### config.mk
export PLATFORM = sky130hd
export DESIGN_NAME = cpu6502_bus_ctrl_flat
export DESIGN_NICKNAME = d
export VERILOG_FILES = /design/src/rtl/cpu6502_pkg.sv /design/src/rtl/cpu6502_bus_ctrl_if.sv /design/src/rtl/cpu6502_addr_decode.sv /design/src/rtl/cpu6502_bus_ctrl.sv /design/src/flat_wrapper.sv
export SDC_FILE = /design/constraint.sdc
export NUM_CORES = 1
export LEC_CHECK = 0
export BUFFER_PORTS_ARGS = -buffer_cell sky130_fd_sc_hd__buf_2
export CORE_MARGIN = 2
export CORE_UTILIZATION = 44
export CTS_BUF_LIST = sky130_fd_sc_hd__clkbuf_8
export DETAILED_ROUTE_END_ITERATION = 10
export GPL_TIMING_DRIVEN = 0
export HOLD_SLACK_MARGIN = 0.05
export PLACE_DENSITY = 0.79
export SLEW_MARGIN = 20
export SYNTH_ARGS = -nofsm -noshare
export SYNTH_HDL_FRONTEND = slang
export SYNTH_SLANG_ARGS = --single-unit
### constraint.sdc
create_clock -name clk_i -period 2.4 [get_ports clk_i]
set_input_delay 0.12 -clock clk_i [delete_from_list [all_inputs] [get_ports clk_i]]
set_output_delay 0.12 -clock clk_i [all_outputs]
set_load 0.02 [all_outputs]
### src/rtl/cpu6502_pkg.sv
// rtl/cpu6502_pkg.sv - shared types and default memory map for the 6502 bus controller
package cpu6502_pkg;

  typedef enum logic [1:0] {
    ST_IDLE,
    ST_WAIT,
    ST_IO_REQ
  } bus_state_e;

  typedef enum logic [1:0] {
    RGN_RAM,
    RGN_IO,
    RGN_ROM,
    RGN_NONE
  } region_e;

  localparam logic [15:0] DEF_RAM_TOP  = 16'h7FFF;
  localparam logic [15:0] DEF_IO_BASE  = 16'h8000;
  localparam logic [15:0] DEF_ROM_BASE = 16'hC000;

endpackage

### src/rtl/cpu6502_bus_ctrl_if.sv
// rtl/cpu6502_bus_ctrl_if.sv - core, memory and IO bus signals around the bus controller
interface cpu6502_bus_ctrl_if;

  logic [15:0] cpu_addr;
  logic        cpu_rw;
  logic [7:0]  cpu_dout;
  logic [7:0]  cpu_din;
  logic        cpu_rdy;
  logic        ram_en;
  logic        ram_we;
  logic [14:0] ram_addr;
  logic [7:0]  ram_wdata;
  logic [7:0]  ram_rdata;
  logic        rom_en;
  logic [13:0] rom_addr;
  logic [7:0]  rom_rdata;
  logic        io_req;
  logic        io_we;
  logic [7:0]  io_addr;
  logic [7:0]  io_wdata;
  logic [7:0]  io_rdata;
  logic        io_ack;
  logic        bus_err;

  modport master (
    input  cpu_addr, cpu_rw, cpu_dout, ram_rdata, rom_rdata, io_rdata, io_ack,
    output cpu_din, cpu_rdy, ram_en, ram_we, ram_addr, ram_wdata,
    output rom_en, rom_addr, io_req, io_we, io_addr, io_wdata, bus_err
  );

  modport slave (
    output cpu_addr, cpu_rw, cpu_dout, ram_rdata, rom_rdata, io_rdata, io_ack,
    input  cpu_din, cpu_rdy, ram_en, ram_we, ram_addr, ram_wdata,
    input  rom_en, rom_addr, io_req, io_we, io_addr, io_wdata, bus_err
  );

endinterface

### src/rtl/cpu6502_addr_decode.sv
// rtl/cpu6502_addr_decode.sv - combinational region decode and region-local addresses
module cpu6502_addr_decode
  import cpu6502_pkg::*;
#(
  parameter logic [15:0] RAM_TOP  = DEF_RAM_TOP,
  parameter logic [15:0] IO_BASE  = DEF_IO_BASE,
  parameter logic [15:0] ROM_BASE = DEF_ROM_BASE
) (
  input  logic [15:0] addr_i,
  output region_e     region_o,
  output logic [14:0] ram_addr_o,
  output logic [13:0] rom_addr_o,
  output logic [7:0]  io_addr_o
);

  localparam logic [16:0] IO_LAST = {1'b0, IO_BASE} + 17'd255;

  // Priority order also settles overlapping regions when the map is misconfigured.
  always_comb begin
    region_o = RGN_NONE;
    if (addr_i <= RAM_TOP) begin
      region_o = RGN_RAM;
    end else if (addr_i >= IO_BASE && {1'b0, addr_i} <= IO_LAST) begin
      region_o = RGN_IO;
    end else if (addr_i >= ROM_BASE) begin
      region_o = RGN_ROM;
    end
  end

  // Offsets wrap modulo the region width, so only the low bits need subtracting.
  assign ram_addr_o = addr_i[14:0];
  assign rom_addr_o = addr_i[13:0] - ROM_BASE[13:0];
  assign io_addr_o  = addr_i[7:0] - IO_BASE[7:0];

endmodule

### src/rtl/cpu6502_bus_ctrl.sv
// rtl/cpu6502_bus_ctrl.sv - 6502 bus controller: region decode, wait states, IO handshake, read return
module cpu6502_bus_ctrl
  import cpu6502_pkg::*;
#(
  parameter logic [15:0] RAM_TOP    = DEF_RAM_TOP,
  parameter logic [15:0] IO_BASE    = DEF_IO_BASE,
  parameter logic [15:0] ROM_BASE   = DEF_ROM_BASE,
  parameter int unsigned RAM_WS     = 0,
  parameter int unsigned ROM_WS     = 1,
  parameter int unsigned IO_TIMEOUT = 64
) (
  input  logic               clk_i,
  input  logic               res_i,
  cpu6502_bus_ctrl_if.master bus
);

  localparam logic [3:0] RAM_WS4     = 4'(RAM_WS);
  localparam logic [3:0] ROM_WS4     = 4'(ROM_WS);
  localparam logic [7:0] IO_LAST_CNT = 8'(IO_TIMEOUT - 1);

  region_e     rgn;
  logic [14:0] ram_a;
  logic [13:0] rom_a;
  logic [7:0]  io_a;

  cpu6502_addr_decode #(
    .RAM_TOP (RAM_TOP),
    .IO_BASE (IO_BASE),
    .ROM_BASE(ROM_BASE)
  ) u_decode (
    .addr_i    (bus.cpu_addr),
    .region_o  (rgn),
    .ram_addr_o(ram_a),
    .rom_addr_o(rom_a),
    .io_addr_o (io_a)
  );

  bus_state_e state_q;
  region_e    rgn_q;
  logic       rdy_q, err_q, req_q, io_we_q, rw_q, mem_vld_q, mem_rom_q;
  logic [7:0] din_q, io_addr_q, io_wdata_q, io_cnt_q;
  logic [3:0] ws_q;

  logic       accept, reissue;
  logic [3:0] mem_ws;
  logic [7:0] din_now;

  assign accept  = rdy_q && (state_q == ST_IDLE);
  assign reissue = (state_q == ST_WAIT) && (ws_q == 4'd0) && rw_q;
  assign mem_ws  = (rgn == RGN_RAM) ? RAM_WS4 : ROM_WS4;

  // Sync memories present their data the cycle after enable; hand it straight through then.
  assign din_now = mem_vld_q ? (mem_rom_q ? bus.rom_rdata : bus.ram_rdata) : din_q;

  assign bus.ram_en    = (accept && rgn == RGN_RAM) || (reissue && rgn_q == RGN_RAM);
  assign bus.ram_we    = accept && rgn == RGN_RAM && !bus.cpu_rw;
  assign bus.ram_addr  = ram_a;
  assign bus.ram_wdata = bus.cpu_dout;
  assign bus.rom_en    = (accept && rgn == RGN_ROM && bus.cpu_rw) || (reissue && rgn_q == RGN_ROM);
  assign bus.rom_addr  = rom_a;
  assign bus.cpu_din   = din_now;
  assign bus.cpu_rdy   = rdy_q;
  assign bus.io_req    = req_q;
  assign bus.io_we     = io_we_q;
  assign bus.io_addr   = io_addr_q;
  assign bus.io_wdata  = io_wdata_q;
  assign bus.bus_err   = err_q;

  always_ff @(posedge clk_i) begin
    if (res_i) begin
      state_q    <= ST_IDLE;
      rgn_q      <= RGN_NONE;
      rdy_q      <= 1'b0;
      err_q      <= 1'b0;
      req_q      <= 1'b0;
      io_we_q    <= 1'b0;
      rw_q       <= 1'b1;
      mem_vld_q  <= 1'b0;
      mem_rom_q  <= 1'b0;
      din_q      <= 8'hFF;
      io_addr_q  <= 8'h00;
      io_wdata_q <= 8'h00;
      io_cnt_q   <= 8'h00;
      ws_q       <= 4'd0;
    end else begin
      err_q     <= 1'b0;
      mem_vld_q <= 1'b0;
      din_q     <= din_now;
      case (state_q)
        ST_IDLE: begin
          if (!rdy_q) begin
            rdy_q <= 1'b1;
          end else begin
            case (rgn)
              RGN_RAM, RGN_ROM: begin
                rgn_q <= rgn;
                rw_q  <= bus.cpu_rw;
                if (mem_ws == 4'd0) begin
                  mem_vld_q <= bus.cpu_rw;
                  mem_rom_q <= (rgn == RGN_ROM);
                end else begin
                  state_q <= ST_WAIT;
                  ws_q    <= mem_ws - 4'd1;
                  rdy_q   <= 1'b0;
                end
              end
              RGN_IO: begin
                state_q    <= ST_IO_REQ;
                req_q      <= 1'b1;
                rdy_q      <= 1'b0;
                rw_q       <= bus.cpu_rw;
                io_we_q    <= !bus.cpu_rw;
                io_addr_q  <= io_a;
                io_wdata_q <= bus.cpu_dout;
                io_cnt_q   <= 8'h00;
              end
              default: begin
                err_q <= 1'b1;
                if (bus.cpu_rw) din_q <= 8'hFF;
              end
            endcase
          end
        end
        ST_WAIT: begin
          if (ws_q == 4'd0) begin
            state_q   <= ST_IDLE;
            rdy_q     <= 1'b1;
            mem_vld_q <= rw_q;
            mem_rom_q <= (rgn_q == RGN_ROM);
          end else begin
            ws_q <= ws_q - 4'd1;
          end
        end
        ST_IO_REQ: begin
          if (bus.io_ack) begin
            state_q <= ST_IDLE;
            req_q   <= 1'b0;
            rdy_q   <= 1'b1;
            if (rw_q) din_q <= bus.io_rdata;
          end else if (io_cnt_q == IO_LAST_CNT) begin
            state_q <= ST_IDLE;
            req_q   <= 1'b0;
            rdy_q   <= 1'b1;
            err_q   <= 1'b1;
            if (rw_q) din_q <= 8'hFF;
          end else begin
            io_cnt_q <= io_cnt_q + 8'd1;
          end
        end
        default: state_q <= ST_IDLE;
      endcase
    end
  end

endmodule

### src/flat_wrapper.sv
// flat-port wrapper written by rule: the top's interface ports become plain ports
module cpu6502_bus_ctrl_flat import cpu6502_pkg::*;
#(
  parameter logic [15:0] RAM_TOP    = DEF_RAM_TOP,
  parameter logic [15:0] IO_BASE    = DEF_IO_BASE,
  parameter logic [15:0] ROM_BASE   = DEF_ROM_BASE,
  parameter int unsigned RAM_WS     = 0,
  parameter int unsigned ROM_WS     = 1,
  parameter int unsigned IO_TIMEOUT = 64
)
  (clk_i, res_i, bus_cpu_addr, bus_cpu_rw, bus_cpu_dout, bus_ram_rdata, bus_rom_rdata, bus_io_rdata, bus_io_ack, bus_cpu_din, bus_cpu_rdy, bus_ram_en, bus_ram_we, bus_ram_addr, bus_ram_wdata, bus_rom_en, bus_rom_addr, bus_io_req, bus_io_we, bus_io_addr, bus_io_wdata, bus_bus_err);
  cpu6502_bus_ctrl_if bus_i ();
  input  logic clk_i;
  input  logic res_i;
  input wire logic [$bits(bus_i.cpu_addr)-1:0] bus_cpu_addr;
  input wire logic [$bits(bus_i.cpu_rw)-1:0] bus_cpu_rw;
  input wire logic [$bits(bus_i.cpu_dout)-1:0] bus_cpu_dout;
  input wire logic [$bits(bus_i.ram_rdata)-1:0] bus_ram_rdata;
  input wire logic [$bits(bus_i.rom_rdata)-1:0] bus_rom_rdata;
  input wire logic [$bits(bus_i.io_rdata)-1:0] bus_io_rdata;
  input wire logic [$bits(bus_i.io_ack)-1:0] bus_io_ack;
  output wire logic [$bits(bus_i.cpu_din)-1:0] bus_cpu_din;
  output wire logic [$bits(bus_i.cpu_rdy)-1:0] bus_cpu_rdy;
  output wire logic [$bits(bus_i.ram_en)-1:0] bus_ram_en;
  output wire logic [$bits(bus_i.ram_we)-1:0] bus_ram_we;
  output wire logic [$bits(bus_i.ram_addr)-1:0] bus_ram_addr;
  output wire logic [$bits(bus_i.ram_wdata)-1:0] bus_ram_wdata;
  output wire logic [$bits(bus_i.rom_en)-1:0] bus_rom_en;
  output wire logic [$bits(bus_i.rom_addr)-1:0] bus_rom_addr;
  output wire logic [$bits(bus_i.io_req)-1:0] bus_io_req;
  output wire logic [$bits(bus_i.io_we)-1:0] bus_io_we;
  output wire logic [$bits(bus_i.io_addr)-1:0] bus_io_addr;
  output wire logic [$bits(bus_i.io_wdata)-1:0] bus_io_wdata;
  output wire logic [$bits(bus_i.bus_err)-1:0] bus_bus_err;
  assign bus_i.cpu_addr = bus_cpu_addr;
  assign bus_i.cpu_rw = bus_cpu_rw;
  assign bus_i.cpu_dout = bus_cpu_dout;
  assign bus_i.ram_rdata = bus_ram_rdata;
  assign bus_i.rom_rdata = bus_rom_rdata;
  assign bus_i.io_rdata = bus_io_rdata;
  assign bus_i.io_ack = bus_io_ack;
  assign bus_cpu_din = bus_i.cpu_din;
  assign bus_cpu_rdy = bus_i.cpu_rdy;
  assign bus_ram_en = bus_i.ram_en;
  assign bus_ram_we = bus_i.ram_we;
  assign bus_ram_addr = bus_i.ram_addr;
  assign bus_ram_wdata = bus_i.ram_wdata;
  assign bus_rom_en = bus_i.rom_en;
  assign bus_rom_addr = bus_i.rom_addr;
  assign bus_io_req = bus_i.io_req;
  assign bus_io_we = bus_i.io_we;
  assign bus_io_addr = bus_i.io_addr;
  assign bus_io_wdata = bus_i.io_wdata;
  assign bus_bus_err = bus_i.bus_err;
  cpu6502_bus_ctrl #(.RAM_TOP(RAM_TOP), .IO_BASE(IO_BASE), .ROM_BASE(ROM_BASE), .RAM_WS(RAM_WS), .ROM_WS(ROM_WS), .IO_TIMEOUT(IO_TIMEOUT)) u_core (.clk_i(clk_i), .res_i(res_i), .bus(bus_i));
endmodule
Word-level counts from Yosys, hierarchy flattened --
Cells that the tools add are included.
Storage, ports and cells: bits of input ports 52, logic and storage cells 129, register bits after elaboration 47
Operators by class: reductions and logical operators 32, equality and inequality tests 18, magnitude comparators 4, add/subtract/negate cells 3, multiplexer cells 58
Operators by type and width (count):
- two-way mux 8 bit | 13
- >= comparator 16 bit (second input constant) | 2
- one-hot mux 8 bit (2 select lines) | 2
- two-way mux 1 bit | 23
- AND reduction 5 bit | 4
- less-or-equal comparator 16 x 15 -> 1 bit (second input constant) | 1
- less-or-equal comparator 16 bit (second input constant) | 1
- two-way mux 4 bit | 4
- inequality test 2 bit (second input constant) | 8
- two-way mux 2 bit | 7
- AND reduction 3 bit | 4
- logical AND 1 bit | 10
- one-hot mux 1 bit (2 select lines) | 5
- adder 8 x 1 -> 8 bit (second input constant) | 1
- equality test 8 x 6 -> 1 bit (second input constant) | 1
- zero test 4 bit | 2
- one-hot mux 4 bit (2 select lines) | 1
- subtractor 4 x 1 -> 4 bit (second input constant) | 2
- equality test 2 bit (second input constant) | 3
- zero test 2 bit | 3
- inequality test 3 bit (second input constant) | 2
- one-hot mux 2 bit (3 select lines) | 1
- equality test 2 x 1 -> 1 bit (second input constant) | 2
- one-hot mux 2 bit (2 select lines) | 1
- 10 further kinds | 12

Longest topological paths before layout --
Gate-level depths: netlist of the first run.
depth in word-level cells 11, gate-level depth with buffers 9, mapped depth without buffers 9

By module --
Synthesis of the first run repeated with hierarchy kept, for this count alone.
Unflattened totals: cells, all modules 345, area, all modules 2768.9 um2
Modules (own cells, without submodules):
- cpu6502_bus_ctrl | instances 1, area an instance 2459.9 um2, cells each 304
- cpu6502_addr_decode | instances 1, area an instance 309.0 um2, cells each 41

Least setup slack after synthesis of the first run --
OpenSTA, ideal clock, no wires.
path kind input -> register, start point input bus_cpu_addr[8], end point register u_core.io_cnt_q[6], buffers on the path 1, library setup time 71 ps, data required time 2329 ps, cell stages on the path 8, path slack -161 ps, data arrival time 2491 ps, path through or4_1 > o41ai_1 > ha_1 > nand3_1 > a221o_2 > buf_6 > or4_1 > a21oi_1
On the way: word-level cells in the longest chain between the ends 7, elaborated cells between the ends (all ways) 11, those cells by class 4 x order compare; 2 x eq/ne; 3 x mux; 2 x reduce/logical
Ends and longest elaborated chain:
- start, declared | line flat_wrapper.sv:15 | input wire logic [$bits(bus_i.cpu_addr)-1:0] bus_cpu_addr;
- >= comparator 16 bit (tied with other cells) | line cpu6502_addr_decode.sv:25 | end else if (addr_i >= ROM_BASE) begin
- two-way mux 1 bit or logical AND 1 bit (tied branches) | line cpu6502_addr_decode.sv:25, cpu6502_addr_decode.sv:23
- two-way mux 2 bit | line cpu6502_addr_decode.sv:23 | end else if (addr_i >= IO_BASE && {1'b0, addr_i} <= IO_LAST) begin
- two-way mux 2 bit * | line cpu6502_addr_decode.sv:21 | if (addr_i <= RAM_TOP) begin
- equality test 2 x 1 -> 1 bit * | line cpu6502_bus_ctrl.sv:94 | case (rgn)
- inequality test 2 bit (no line) *
- AND reduction 5 bit (no line) *
- end signal, assigned | line cpu6502_bus_ctrl.sv:147 | io_cnt_q <= io_cnt_q + 8'd1;
- end, declared | line cpu6502_bus_ctrl.sv:41 | logic [7:0] din_q, io_addr_q, io_wdata_q, io_cnt_q;
Mark *: on every way between the ends. The rest lies on a longest branch, timed or not. A chain may end at the register's enable or synchronous reset.

Worst setup path after layout of the first run --
Same ends and word-level chain as after synthesis.

==> summary.txt, run 1 <==
Outcome
  • Run status: complete, no violations

Clock network
  • Clk root buf: clkbuf_8
  • CTS tree: done
  • Worst skew pair latency: 0.29 ns
  • Clock slew at reported path FFs: around 0.080 ns
  • CTS Buffer Depth: 2
  • Clock H-tree levels: 2
  • Clk sinks: 47
  • Cts bufs inserted: 5
  • Hold buffers post-CTS: 0

Critical path
  • Top Family by Delay on Critical Path: simple AND/OR/NAND/NOR gates
  • Arrival time at the worst endpoint: ~2.5 ns
  • Critical R2R Launch: u_core.io_cnt_q[0]$_SDFFE_PP0P_
  • Worst r2r dst: u_core.io_cnt_q[1]$_SDFFE_PP0P_
  • Worst path bufs/invs: 2
  • Max incr delay on CP: between 0.5 and 0.6 ns
  • Reg2reg path depth: 5
  • Crit-path max FO: 10
  • Crit end category: flip-flop
  • Req. time, crit path: about 2.6 ns
  • Cell Chain, Critical Path: buf_2, or4_4, o41ai_4, ha_2, nand3_2, a221o_2, buf_6, or4_1, a21oi_1
  • Setup CP Type: input port to flip-flop
  • Slowest cell on crit path: or4_4
  • Flop-to-flop setup slack: ~0.26 ns
  • CP Launch Type: input port

Final layout
  • Multi-input logic area: roughly 0.0014 mm2
  • Fill cells: roughly 540
  • Nets: 510
  • Layout cell share with drive strength beyond 1: around two fifths
  • Register area: 940.9 um2
  • Post-route insts no fill: ~520
  • Antenna cells: 0
  • Commonest non-fill, non-tap cell in the layout: buf_2
  • Area Growth Syn to Fin: 31.25%
  • Commonest cells after routing, fill and taps aside: buf_2 (120), dfxtp_1 (47), nand2_1 (46), buf_4 (39), a21oi_1 (38)

Global route
  • Vias in the first global route: ~2400
  • First-pass GRT wire length: slightly above 10 mm
  • Antenna violations before repair: 0
  • Grt total ovfl: 0
  • Pin count of the biggest net entering global routing: 15
  • Gr usage total: roughly a fifth

STA
  • Skew final: approximately 0.0031 ns
  • Worst setup margin: approximately 0.083 ns
  • Final Setup Violations: 0
  • Worst slew pin tran: roughly 1.1 ns
  • Setup TNS Final: 0 ns
  • RSZ-0062 raised after global routing: yes
  • Final Hold Fails: 0
  • Tcrit/Tclk final: around 97%
  • Hold slack: around 0.066 ns
  • Max Transition Viols Final: 0
  • Max Fclk: about 430 MHz
  • Worst slew margin: between 20% and 30%
  • Post-layout minimum cycle time: around 2.3 ns

Power
  • Max VDD drop: between 0.3 and 0.4 mV
  • Clock power share: 19.2%
  • Share of power burned in registers: roughly two fifths
  • Comb pwr share: between 40% and 50%
  • Sw frac: a little under two fifths
  • Internal Power: about 1.5 mW
  • Leakage power: between 1.5 and 2 nW
  • Overall power: roughly 2.4 mW
  • Psw: about 0.89 mW
  • Pwr Density: between 600 and 700 mW/mm2

Placement
  • Post-Place Setup Slack: -0.3257 ns
  • DP Wirelength: 5.023 mm
  • Placed cells: 515
  • GPL Wtd Cong: ~0.82
  • PortBufs: approximately 120

Synthesis
  • Distinct cells, synth: between 40 and 50
  • Area share of the largest cell type after synthesis: 35.56%
  • Mapped Avg Cell Area: about 8.2 um2
  • Post-Syn Area: around 0.0026 mm2
  • Number of flops mapped to enable cells by yosys: 0
  • FF+latch count, synth: 47
  • Post-Syn Nets: roughly 380
  • Async set or reset register ratio after synthesis: 0%
  • Top cells by area, synth: dfxtp_1 (36%), buf_4 (11%), a21oi_1 (7.4%)
  • Register area share after synthesis: 35.56%
  • Dominant synthesized flop cell: dfxtp_1
  • Area leader, netlist: dfxtp_1
  • Syn. warnings: 0
  • Mapped Cells: roughly 320

Floorplan
  • Initial Util: between 40% and 50%
  • Core area: around 0.0059 mm2
  • Die area: between 0.006 and 0.007 mm2
  • Chip height: 81.55 um
  • Io pins: 120
  • DIE WIDTH: between 80 and 90 um
  • Num rows: 28

Hold path
  • WHS Endpoint: u_core.din_q[1]$_SDFF_PP1_
  • Hold path start: bus_io_rdata[1]
  • Hold path depth: 2
  • HP Class: input port to flip-flop

Route
  • DRT antenna net count: 0
  • Drt total wl: around 6.4 mm
  • DR vias/cell: ~5.1
  • Drc violations: 0
  • Initial drt markers: around 130
  • 1st-pass router iterations: 4
  • DR WL/cell: about 12 um
  • Via count: 2665

Flow run
  • Max-cap viol count: 0
power by group through the flow:
stage                     Combinational [mW]  Sequential (mW)  Clock (mW)
after floorplan                        0.671            0.960           0
after global placement                 0.938            0.942           0
after detailed placement               0.963            0.946           0
after CTS                              0.967            0.928       0.466
after global routing                    1.07            0.945       0.500
final                                  0.976            0.930       0.453
layer usage:
metal | track usage (%) | vias up | wire, um
met1 | 22.93 | 1204 | 2820
met3 | 4.505 | 11 | 449
met5 | 0 | - | 0
met2 | 34.26 | 89 | 3089
li1 | - | 1361 | -
met4 | 4.915 | 0 | 85
layout make-up:
cell class | count | area share (%)
buffer | 52 | 10.27
clock buffer | 5 | 1.981
clock inverter | 3 | 0.4683
inverter | 11 | 1.189
multi-input combinational | 211 | 38.94
sequential | 47 | 27.09
tap | 75 | 2.702
timing repair buffer | 120 | 17.36
cells by family (layout without fill, tap and decap cells):
kind of cell | Yosys count | after routing | share of synthesized area [%]
flip-flops | 47 | 47 | 35.56
AO/OA/AOI/OAI | 85 | 85 | 21.23
buffers and inverters | 63 | 191 | 14.94
multiplexers | 10 | 10 | 3.783
AND/OR/NAND/NOR | 105 | 105 | 19.43
adder cells (fa/ha/maj) | 10 | 10 | 4.728
XOR/XNOR | 1 | 1 | 0.3310
synthesized netlist by cell type (3+ instances only):
library cell and number:
dfxtp_1 47, nor2b_1 4, o31ai_1 6, and2_1 10, o32a_1 8, o21ai_0 6
a211o_1 4, ha_1 10, nor2_1 18, or4_1 5, mux2i_1 10, inv_1 11
or3_1 3, o41ai_1 3, clkbuf_1 9, a21oi_1 39, a31oi_1 5, buf_4 38
nand2_1 46, nand3_1 5
sequential cells by signal, indices dropped and copies added, names as in the netlist:
| register | count |
|---|---|
| u_core.ws_q | 4 |
| u_core.bus.bus_err | 1 |
| u_core.state_q | 2 |
| u_core.din_q | 8 |
| u_core.bus.io_req | 1 |
| u_core.mem_rom_q | 1 |
| u_core.bus.cpu_rdy | 1 |
| u_core.mem_vld_q | 1 |
| u_core.bus.io_addr | 8 |
| u_core.bus.io_we | 1 |
| u_core.io_cnt_q | 8 |
| u_core.rgn_q | 2 |
| u_core.bus.io_wdata | 8 |
| u_core.rw_q | 1 |
worst max path at each step:
stage	start	cells past startpoint	endpoint
after floorplan	bus_cpu_addr[8]	8	u_core.io_cnt_q[6]$_SDFFE_PP0P_
after global placement	bus_cpu_addr[8]	9	u_core.io_cnt_q[6]$_SDFFE_PP0P_
after detailed placement	bus_cpu_addr[8]	9	u_core.io_cnt_q[6]$_SDFFE_PP0P_
after CTS	bus_cpu_addr[8]	9	u_core.io_cnt_q[6]$_SDFFE_PP0P_
after global routing	bus_cpu_addr[8]	9	u_core.io_cnt_q[6]$_SDFFE_PP0P_
final	bus_cpu_addr[8]	9	u_core.io_cnt_q[6]$_SDFFE_PP0P_
timing repair:
| action | 4_1_cts | 5_1_grt |
|---|---|---|
| buffers inserted | 1 | 0 |
| pin swaps | 2 | 1 |
| gates resized for setup | 0 | 4 |
| setup endpoints to repair | 1 | 11 |
metrics by stage:
| step | util [%] | instance area (um2) |
|---|---|---|
| after floorplan | - | 2685 |
| after global routing | 59.37 | 3473 |
| after detailed placement | 57.68 | 3374 |
| after global placement | 57.68 | 3374 |
| after CTS | 59.26 | 3467 |
| final | 59.37 | 3473 |
Power figures use the tool's default switching activity.
==> run 2, diff against run 1 <==
--- a/config.mk
+++ b/config.mk
@@ -5,14 +5,16 @@
 export SDC_FILE = /design/constraint.sdc
 export NUM_CORES = 1
 export LEC_CHECK = 0
+export ABC_AREA = 1
 export BUFFER_PORTS_ARGS = -buffer_cell sky130_fd_sc_hd__buf_2
 export CORE_MARGIN = 2
-export CORE_UTILIZATION = 44
+export CORE_UTILIZATION = 45
 export CTS_BUF_LIST = sky130_fd_sc_hd__clkbuf_8
 export DETAILED_ROUTE_END_ITERATION = 10
 export GPL_TIMING_DRIVEN = 0
 export HOLD_SLACK_MARGIN = 0.05
-export PLACE_DENSITY = 0.79
+export PLACE_DENSITY = 0.78
+export REMOVE_ABC_BUFFERS = 1
 export SLEW_MARGIN = 20
 export SYNTH_ARGS = -nofsm -noshare
 export SYNTH_HDL_FRONTEND = slang
==> run 2 against run 1 <==
  * Global-route usage is 0.79 points higher
  * Via count up 11%
  * Die area increased by 8.3%
  * Flip-flop and latch count did not move
  * Hold slack got worse by 0.012 ns
  * Wire length rose by 8.8%
  * Fmax grew 6.8%
  * Critical endpoint is now u_core.bus.io_wdata[6]$_SDFFE_PP0P_
==> summary.txt, run 2 <==
Placement
  • Post-Place Setup Slack: 0.1633 ns (was -0.3257 ns)
  • Placed cells: 579 (was 515)
  • GPL Wtd Cong: 0.8170 (was 0.8240)
  • Post-DP Area: 0.003284 mm2 (was 0.003374 mm2)
  • DP Wirelength: 5.063 mm (was 5.023 mm)
  • PortBufs: 119 (unchanged)

Clock network
  • Worst skew pair latency: 0.31 ns (was 0.29 ns)
  • Clock H-tree levels: 2 (unchanged)
  • CTS tree: done (unchanged)
  • Post-CTS sizing: 0 (unchanged)
  • Clk root buf: clkbuf_8 (unchanged)
  • Postcts setup bufs: 0 (was 1)
  • Cts bufs inserted: 5 (unchanged)
  • Clk sinks: 47 (unchanged)
  • CTS Buffer Depth: 2 (unchanged)
  • Clock slew at reported path FFs: 0.10 ns (was 0.08 ns)

Route
  • Drc violations: 0 (unchanged)
  • DR WL/cell: 11.86 um (was 12.30 um)
  • Initial drt markers: 106 (was 126)
  • Via count: 2945 (was 2665)
  • DRT antenna net count: 0 (unchanged)
  • Drt total wl: 7.009 mm (was 6.444 mm)
  • DR vias/cell: 4.983 (was 5.086)
  • 1st-pass router iterations: 4 (unchanged)

Power
  • Comb pwr share: 40.4% (was 41.4%)
  • Share of power burned in registers: 35.5% (was 39.4%)
  • Leakage power: 1.652 nW (was 1.553 nW)
  • Psw: 1.213 mW (was 0.8898 mW)
  • Internal Power: 1.717 mW (was 1.469 mW)
  • Clock power share: 24.1% (was 19.2%)
  • Sw frac: 41.39% (was 37.73%)
  • Max VDD drop: 0.4065 mV (was 0.3303 mV)
  • Pwr Density: 846.6 mW/mm2 (was 679.0 mW/mm2)

Critical path
  • Reg2reg path depth: 7 (was 5)
  • Crit end category: flip-flop (unchanged)
  • Worst r2r dst: u_core.bus.io_wdata[6]$_SDFFE_PP0P_ (was u_core.io_cnt_q[1]$_SDFFE_PP0P_)
  • Setup CP Type: flip-flop to flip-flop (was input port to flip-flop)
  • Crit-path max FO: 20 (was 10)
  • Critical R2R Launch: u_core.state_q[0]$_SDFFE_PP0P_ (was u_core.io_cnt_q[0]$_SDFFE_PP0P_)
  • Req. time, crit path: 2.62 ns (was 2.63 ns)
  • Critical Path Source: u_core.state_q[0]$_SDFFE_PP0P_ (was bus_cpu_addr[8])
  • CP endpoint: u_core.bus.io_wdata[6]$_SDFFE_PP0P_ (was u_core.io_cnt_q[6]$_SDFFE_PP0P_)
  • Flop-to-flop setup slack: 0.23 ns (was 0.26 ns)
  • CP Launch Type: flip-flop (was input port)
  • Arrival time at the worst endpoint: 2.39 ns (was 2.54 ns)

Synthesis
  • Register area share after synthesis: 31.96% (was 35.56%)
  • Mapped Avg Cell Area: 6.784 um2 (was 8.244 um2)
  • Top cells by area, synth: dfxtp_1 (32%), nand2_1 (11%), buf_4 (10%) (was dfxtp_1 (36%), buf_4 (11%), a21oi_1 (7.4%))
  • Async set or reset register ratio after synthesis: 0% (unchanged)
  • FF+latch count, synth: 47 (unchanged)
  • Number of flops mapped to enable cells by yosys: 0 (unchanged)
  • Cell with the most instances after synthesis: nand2_1 (was dfxtp_1)
  • Dominant synthesized flop cell: dfxtp_1 (unchanged)
  • Distinct cells, synth: 33 (was 47)
  • Mapped Cells: 434 (was 321)
  • Post-synth top cells: nand2_1 (88), nor2_1 (57), dfxtp_1 (47) (was dfxtp_1 (47), nand2_1 (46), a21oi_1 (39))
  • Area leader, netlist: dfxtp_1 (unchanged)
  • Post-Syn Area: 0.002944 mm2 (was 0.002646 mm2)
  • Area share of the largest cell type after synthesis: 31.96% (was 35.56%)
  • Syn. warnings: 0 (unchanged)

STA
  • Worst slew margin: 43.50% (was 27.19%)
  • RSZ-0062 raised after global routing: no (was yes)
  • Post-layout minimum cycle time: 2.169 ns (was 2.317 ns)
  • Skew final: 0.009187 ns (was 0.003121 ns)
  • Max Transition Viols Final: 0 (unchanged)
  • Max Fclk: 461.1 MHz (was 431.7 MHz)
  • Final Hold Fails: 0 (unchanged)
  • Setup TNS Final: 0 ns (unchanged)
  • Worst setup margin: 0.2314 ns (was 0.08338 ns)
  • Tcrit/Tclk final: 90.36% (was 96.53%)
  • Final Setup Violations: 0 (unchanged)
  • Worst slew pin tran: 0.8463 ns (was 1.078 ns)

Outcome
  • Run status: complete, no violations (unchanged)

Floorplan
  • Num rows: 29 (was 28)
  • Chip height: 84.89 um (was 81.55 um)
  • Core area: 0.006350 mm2 (was 0.005851 mm2)
  • Die area: 0.007205 mm2 (was 0.006650 mm2)
  • Initial Util: 46.36% (was 45.23%)
  • Io pins: 120 (unchanged)
  • DIE WIDTH: 84.89 um (was 81.55 um)

Global route
  • Grt total ovfl: 0 (unchanged)
  • Pin count of the biggest net entering global routing: 27 (was 15)
  • First-pass GRT wire length: 11.99 mm (was 10.19 mm)
  • Vias in the first global route: 2814 (was 2365)
  • Gr usage total: 19.93% (was 19.14%)
  • Antenna violations before repair: 0 (unchanged)

Final layout
  • Fill cells: 616 (was 537)
  • Area Growth Syn to Fin: 17.55% (was 31.25%)
  • Commonest cells after routing, fill and taps aside: buf_2 (119), nand2_1 (88), nor2_1 (57), dfxtp_1 (47) (was buf_2 (120), dfxtp_1 (47), nand2_1 (46), buf_4 (39), a21oi_1 (38))
  • Layout cell share with drive strength beyond 1: 30.35% (was 40.53%)
  • Antenna cells: 0 (unchanged)
  • Post-route insts no fill: 591 (was 524)
  • Commonest non-fill, non-tap cell in the layout: buf_2 (unchanged)
  • Multi-input logic area: 0.001481 mm2 (was 0.001353 mm2)
  • Design Area, Final: 0.003461 mm2 (was 0.003473 mm2)
  • Nets: 575 (was 510)
  • Register area: 940.9 um2 (unchanged)

Hold path
  • HP Class: input port to flip-flop (unchanged)
  • Hold path start: bus_cpu_dout[2] (was bus_io_rdata[1])

Flow run
  • Max-cap viol count: 0 (unchanged)
[run 2: changes by cell type after synthesis, moves of 8 or more]
| cell | delta |
|---|---|
| nand2_1 | +42 |
| nor2_1 | +39 |
| o21ai_0 | +32 |
| inv_1 | +27 |
| nand3_1 | +23 |
| a21oi_1 | -11 |
| and2_1 | -10 |
| mux2i_1 | -10 |
| nand3_2 | +8 |
| o21ai_2 | +8 |
| o32a_1 | -8 |
[run 2: final cells by class]
type,instances,share of cell area (%)
Tap cell,77,2.784
Multi-Input combinational cell,291,42.81
Sequential cell,47,27.19
Timing Repair Buffer,123,18.37
Clock buffer,5,1.988
Inverter,45,4.917
Clock inverter,3,1.952
[run 2: cells by family (layout without fill, tap and decap cells)]
| family | Yosys count | count (layout) | synth area share, % |
|---|---|---|---|
| xor gates and xnor gates | 3 | 3 | 0.8926 |
| DFF | 47 | 47 | 31.96 |
| and+or+nand+nor | 194 | 194 | 29.24 |
| AOI/OAI and AO/OA | 84 | 84 | 15.94 |
| buffers and inverters | 96 | 176 | 17.72 |
| adders and majority gates | 10 | 10 | 4.250 |
[run 2: worst min path at each step]
stage                                                endpoint  slack (ns)  depth (start not counted)
final                     u_core.bus.io_wdata[2]$_SDFFE_PP0P_        0.05                          3
after global routing      u_core.bus.io_wdata[4]$_SDFFE_PP0P_        0.05                          3
after CTS                 u_core.bus.io_wdata[2]$_SDFFE_PP0P_        0.05                          3
after detailed placement  u_core.bus.io_wdata[7]$_SDFFE_PP0P_        0.37                          3
after global placement    u_core.bus.io_wdata[7]$_SDFFE_PP0P_        0.36                          3
after floorplan                u_core.bus.io_req$_SDFFE_PP0P_        0.19                          1
[run 2: per-layer routing]
layer	vias up	track usage [%]	wire (um)
met5	-	0	0
met2	105	37.08	3485
met1	1312	22.34	2941
met3	9	4.864	504
li1	1519	-	-
met4	0	6.061	78
[run 2: through the flow]
stage                     util, %  hold WS (ns)  power [mW]
after floorplan                 -        0.1891       1.836
after global placement      51.72        0.3565       2.198
after detailed placement    51.72        0.3651       2.227
after CTS                   54.50       0.05239       2.947
after global routing        54.50       0.05353       3.172
final                       54.50       0.05413       2.930
[run 2: critical path, cell delays in order, from the launching register on]
cell     delay, ns
dfxtp_1       0.35
inv_1         0.09
ha_1          0.36
nand2_2       0.17
nor2_2        0.57
inv_2         0.28
nor2_1        0.19
nor2_1        0.06
[run 2: what timing repair did]
item / CTS / global route
hold endpoints to repair: 4 / 0
setup endpoints to repair: 0 / 0
hold buffers: 4 / 0
[run 2: power by group through the flow]
stage               Sequential, mW  Combinational [mW]  Clock [mW]
global route                  1.06                1.36       0.753
finish                        1.04                1.18       0.706
detailed placement            1.06                1.17           0
CTS                           1.04                1.19       0.719
floorplan                     1.06               0.772           0
global placement              1.05                1.14           0
==> run 3, diff against run 2 <==
--- a/config.mk
+++ b/config.mk
@@ -8,12 +8,12 @@
 export ABC_AREA = 1
 export BUFFER_PORTS_ARGS = -buffer_cell sky130_fd_sc_hd__buf_2
 export CORE_MARGIN = 2
-export CORE_UTILIZATION = 45
+export CORE_UTILIZATION = 54
 export CTS_BUF_LIST = sky130_fd_sc_hd__clkbuf_8
 export DETAILED_ROUTE_END_ITERATION = 10
 export GPL_TIMING_DRIVEN = 0
 export HOLD_SLACK_MARGIN = 0.05
-export PLACE_DENSITY = 0.78
+export PLACE_DENSITY = 0.88
 export REMOVE_ABC_BUFFERS = 1
 export SLEW_MARGIN = 20
 export SYNTH_ARGS = -nofsm -noshare
==> constraint.sdc (replaced) <==
create_clock -name clk_i -period 2.68 [get_ports clk_i]
set_input_delay 0.134 -clock clk_i [delete_from_list [all_inputs] [get_ports clk_i]]
set_output_delay 0.134 -clock clk_i [all_outputs]
set_load 0.02 [all_outputs]
==> run 3 against run 2 <==
  * Global-route usage rose by 2.7 points
  * Sequential power fell by 10%
  * Largest cell class unchanged
  * Wire length fell by 3.1%
  * Critical endpoint is now u_core.bus.io_wdata[1]$_SDFFE_PP0P_
  * First-iteration DRC count fell by 7.5%
  * Hold slack improved by 0.0082 ns
  * Largest power group unchanged
  * Fmax barely moved
  * Design area fell by 2.9%
==> summary.txt, run 3 (synthesis results as in run 2) <==
Placement
  • Placed cells: 572 (was 579)
  • DP Wirelength: 5.140 mm (was 5.063 mm)
  • Post-Place Setup Slack: 0.5480 ns (was 0.1633 ns)
  • GPL Wtd Cong: 0.8924 (was 0.8170)
  • Post-DP Area: 0.003276 mm2 (was 0.003284 mm2)
  • PortBufs: 119 (unchanged)

Floorplan
  • Num rows: 26 (was 29)
  • Initial Util: 56.92% (was 46.36%)
  • Die area: 0.006058 mm2 (was 0.007205 mm2)
  • DIE WIDTH: 77.84 um (was 84.89 um)
  • Chip height: 77.84 um (was 84.89 um)
  • Io pins: 120 (unchanged)
  • Core area: 0.005172 mm2 (was 0.006350 mm2)

Final layout
  • Area Growth Syn to Fin: 14.15% (was 17.55%)
  • Layout cell share with drive strength beyond 1: 30.39% (was 30.35%)
  • Antenna cells: 0 (unchanged)
  • Commonest non-fill, non-tap cell in the layout: buf_2 (unchanged)
  • Commonest cells after routing, fill and taps aside: buf_2 (119), nand2_1 (88), nor2_1 (57), dfxtp_1 (47), inv_1 (39) (was buf_2 (119), nand2_1 (88), nor2_1 (57), dfxtp_1 (47))
  • Nets: 571 (was 575)
  • Post-route insts no fill: 580 (was 591)
  • Design Area, Final: 0.003361 mm2 (was 0.003461 mm2)
  • Fill cells: 483 (was 616)

Clock network
  • Hold buffers post-CTS: 0 (was 4)
  • CTS Buffer Depth: 2 (unchanged)
  • Clock slew at reported path FFs: 0.09 ns (was 0.10 ns)
  • CTS tree: done (unchanged)
  • Clock H-tree levels: 2 (unchanged)
  • Clk root buf: clkbuf_8 (unchanged)
  • Cts bufs inserted: 5 (unchanged)
  • Post-CTS sizing: 0 (unchanged)
  • Worst skew pair latency: 0.30 ns (was 0.31 ns)
  • Clk sinks: 47 (unchanged)
  • Postcts setup bufs: 0 (unchanged)

Critical path
  • Critical R2R Launch: u_core.state_q[0]$_SDFFE_PP0P_ (unchanged)
  • Setup CP Type: flip-flop to flip-flop (unchanged)
  • Cell Chain, Critical Path: inv_1, ha_1, nand2_2, nor2_2, inv_2, nor2_1, nor2_1 (unchanged)
  • Max incr delay on CP: 0.57 ns (about the same)
  • Worst path bufs/invs: 2 (unchanged)
  • Worst r2r dst: u_core.bus.io_wdata[1]$_SDFFE_PP0P_ (was u_core.bus.io_wdata[6]$_SDFFE_PP0P_)
  • Crit end category: flip-flop (unchanged)
  • Flop-to-flop setup slack: 0.51 ns (was 0.23 ns)
  • Slowest cell on crit path: nor2_2 (unchanged)
  • Crit-path max FO: 20 (unchanged)
  • CP Launch Type: flip-flop (unchanged)
  • Worst path depth: 7 (unchanged)
  • CP dominant cell by count: nor2_1 (unchanged)
  • Req. time, crit path: 2.88 ns (was 2.62 ns)
  • Top Family by Delay on Critical Path: simple AND/OR/NAND/NOR gates (unchanged)
  • Reg2reg path depth: 7 (unchanged)
  • Arrival time at the worst endpoint: 2.37 ns (was 2.39 ns)

Hold path
  • Hold path depth: 3 (unchanged)
  • WHS Endpoint: u_core.bus.io_wdata[6]$_SDFFE_PP0P_ (was u_core.bus.io_wdata[2]$_SDFFE_PP0P_)
  • HP Class: input port to flip-flop (unchanged)
  • Hold path start: bus_cpu_dout[6] (was bus_cpu_dout[2])

Outcome
  • Run status: complete, no violations (unchanged)

Flow run
  • Max-cap viol count: 0 (unchanged)

Route
  • DR WL/cell: 11.71 um (was 11.86 um)
  • 1st-pass router iterations: 4 (unchanged)
  • DR vias/cell: 5.129 (was 4.983)
  • DRT antenna net count: 0 (unchanged)
  • Via count: 2975 (was 2945)
  • Drc violations: 0 (unchanged)
  • Initial drt markers: 98 (was 106)
  • Drt total wl: 6.790 mm (was 7.009 mm)

STA
  • Worst slew margin: 44.47% (was 43.50%)
  • Post-layout minimum cycle time: 2.169 ns (about the same)
  • Setup TNS Final: 0 ns (unchanged)
  • Max Transition Viols Final: 0 (unchanged)
  • Worst setup margin: 0.5112 ns (was 0.2314 ns)
  • Final Setup Violations: 0 (unchanged)
  • Max Fclk: 461.1 MHz (about the same)
  • Worst slew pin tran: 0.8318 ns (was 0.8463 ns)
  • Skew final: 0.003341 ns (was 0.009187 ns)
  • Tcrit/Tclk final: 80.92% (was 90.36%)
  • RSZ-0062 raised after global routing: no (unchanged)
  • Final Hold Fails: 0 (unchanged)

Power
  • Max VDD drop: 0.5286 mV (was 0.4065 mV)
  • Leakage power: 1.616 nW (was 1.652 nW)
  • Pwr Density: 718.4 mW/mm2 (was 846.6 mW/mm2)

Global route
  • Gr usage total: 22.61% (was 19.93%)
  • Vias in the first global route: 2679 (was 2814)
  • Grt total ovfl: 0 (unchanged)
  • Antenna violations before repair: 0 (unchanged)
  • First-pass GRT wire length: 11.30 mm (was 11.99 mm)
  • Pin count of the biggest net entering global routing: 27 (unchanged)
run 3: final cells by class:
cell class                      instances  area [um2]  area share [%]
Inverter                               45       170.2           5.063
Multi-Input combinational cell        291        1481           44.08
Clock inverter                          3       16.27          0.4840
Timing Repair Buffer                  119       595.6           17.72
Clock buffer                            5       68.82           2.048
Tap cell                               70       87.58           2.606
Sequential cell                        47       940.9           28.00
run 3: worst max path at each step:
stage | startpoint | slack, ns | endpoint
5_1_grt | u_core.state_q[0]$_SDFFE_PP0P_ | 0.35 | u_core.bus.io_addr[3]$_SDFFE_PP0P_
3_3_place_gp | bus_cpu_addr[12] | 0.53 | u_core.bus.io_wdata[6]$_SDFFE_PP0P_
4_1_cts | u_core.state_q[0]$_SDFFE_PP0P_ | 0.54 | u_core.bus.io_wdata[1]$_SDFFE_PP0P_
3_5_place_dp | bus_cpu_addr[12] | 0.55 | u_core.bus.io_wdata[1]$_SDFFE_PP0P_
2_1_floorplan | u_core.state_q[0]$_SDFFE_PP0P_ | 1.01 | u_core.bus.io_addr[0]$_SDFFE_PP0P_
6_report | u_core.state_q[0]$_SDFFE_PP0P_ | 0.51 | u_core.bus.io_wdata[1]$_SDFFE_PP0P_
run 3: metrics by stage:
stage / total power, mW / hold slack, ns / util, %
2_1_floorplan: 1.644 / 0.2031 / -
3_3_place_gp: 1.963 / 0.3670 / 63.33
3_5_place_dp: 2.001 / 0.3784 / 63.33
4_1_cts: 2.426 / 0.05628 / 64.97
5_1_grt: 2.594 / 0.06659 / 64.97
6_report: 2.414 / 0.06232 / 64.97
run 3: power by group:
group	internal (mW)	total (mW)	leakage (nW)	switching (mW)
registers	0.810	0.932	0.382	0.122
logic	0.352	1.06	1.19	0.705
clock network	0.179	0.425	0.0453	0.246
run 3: worst register-to-register path: cells and delay by family, from the launching register on:
family,cells,cell delay (ns)
buffers and inverters,2,0.37
DFF,1,0.35
adders and majority gates,1,0.38
and+or+nand+nor,4,0.97
run 3: layer usage:
layer  global-route usage, %  wire [um]
met4                   10.54        127
met1                   25.50       2822
met5                       0          0
met3                   5.116        555
met2                   40.09       3284
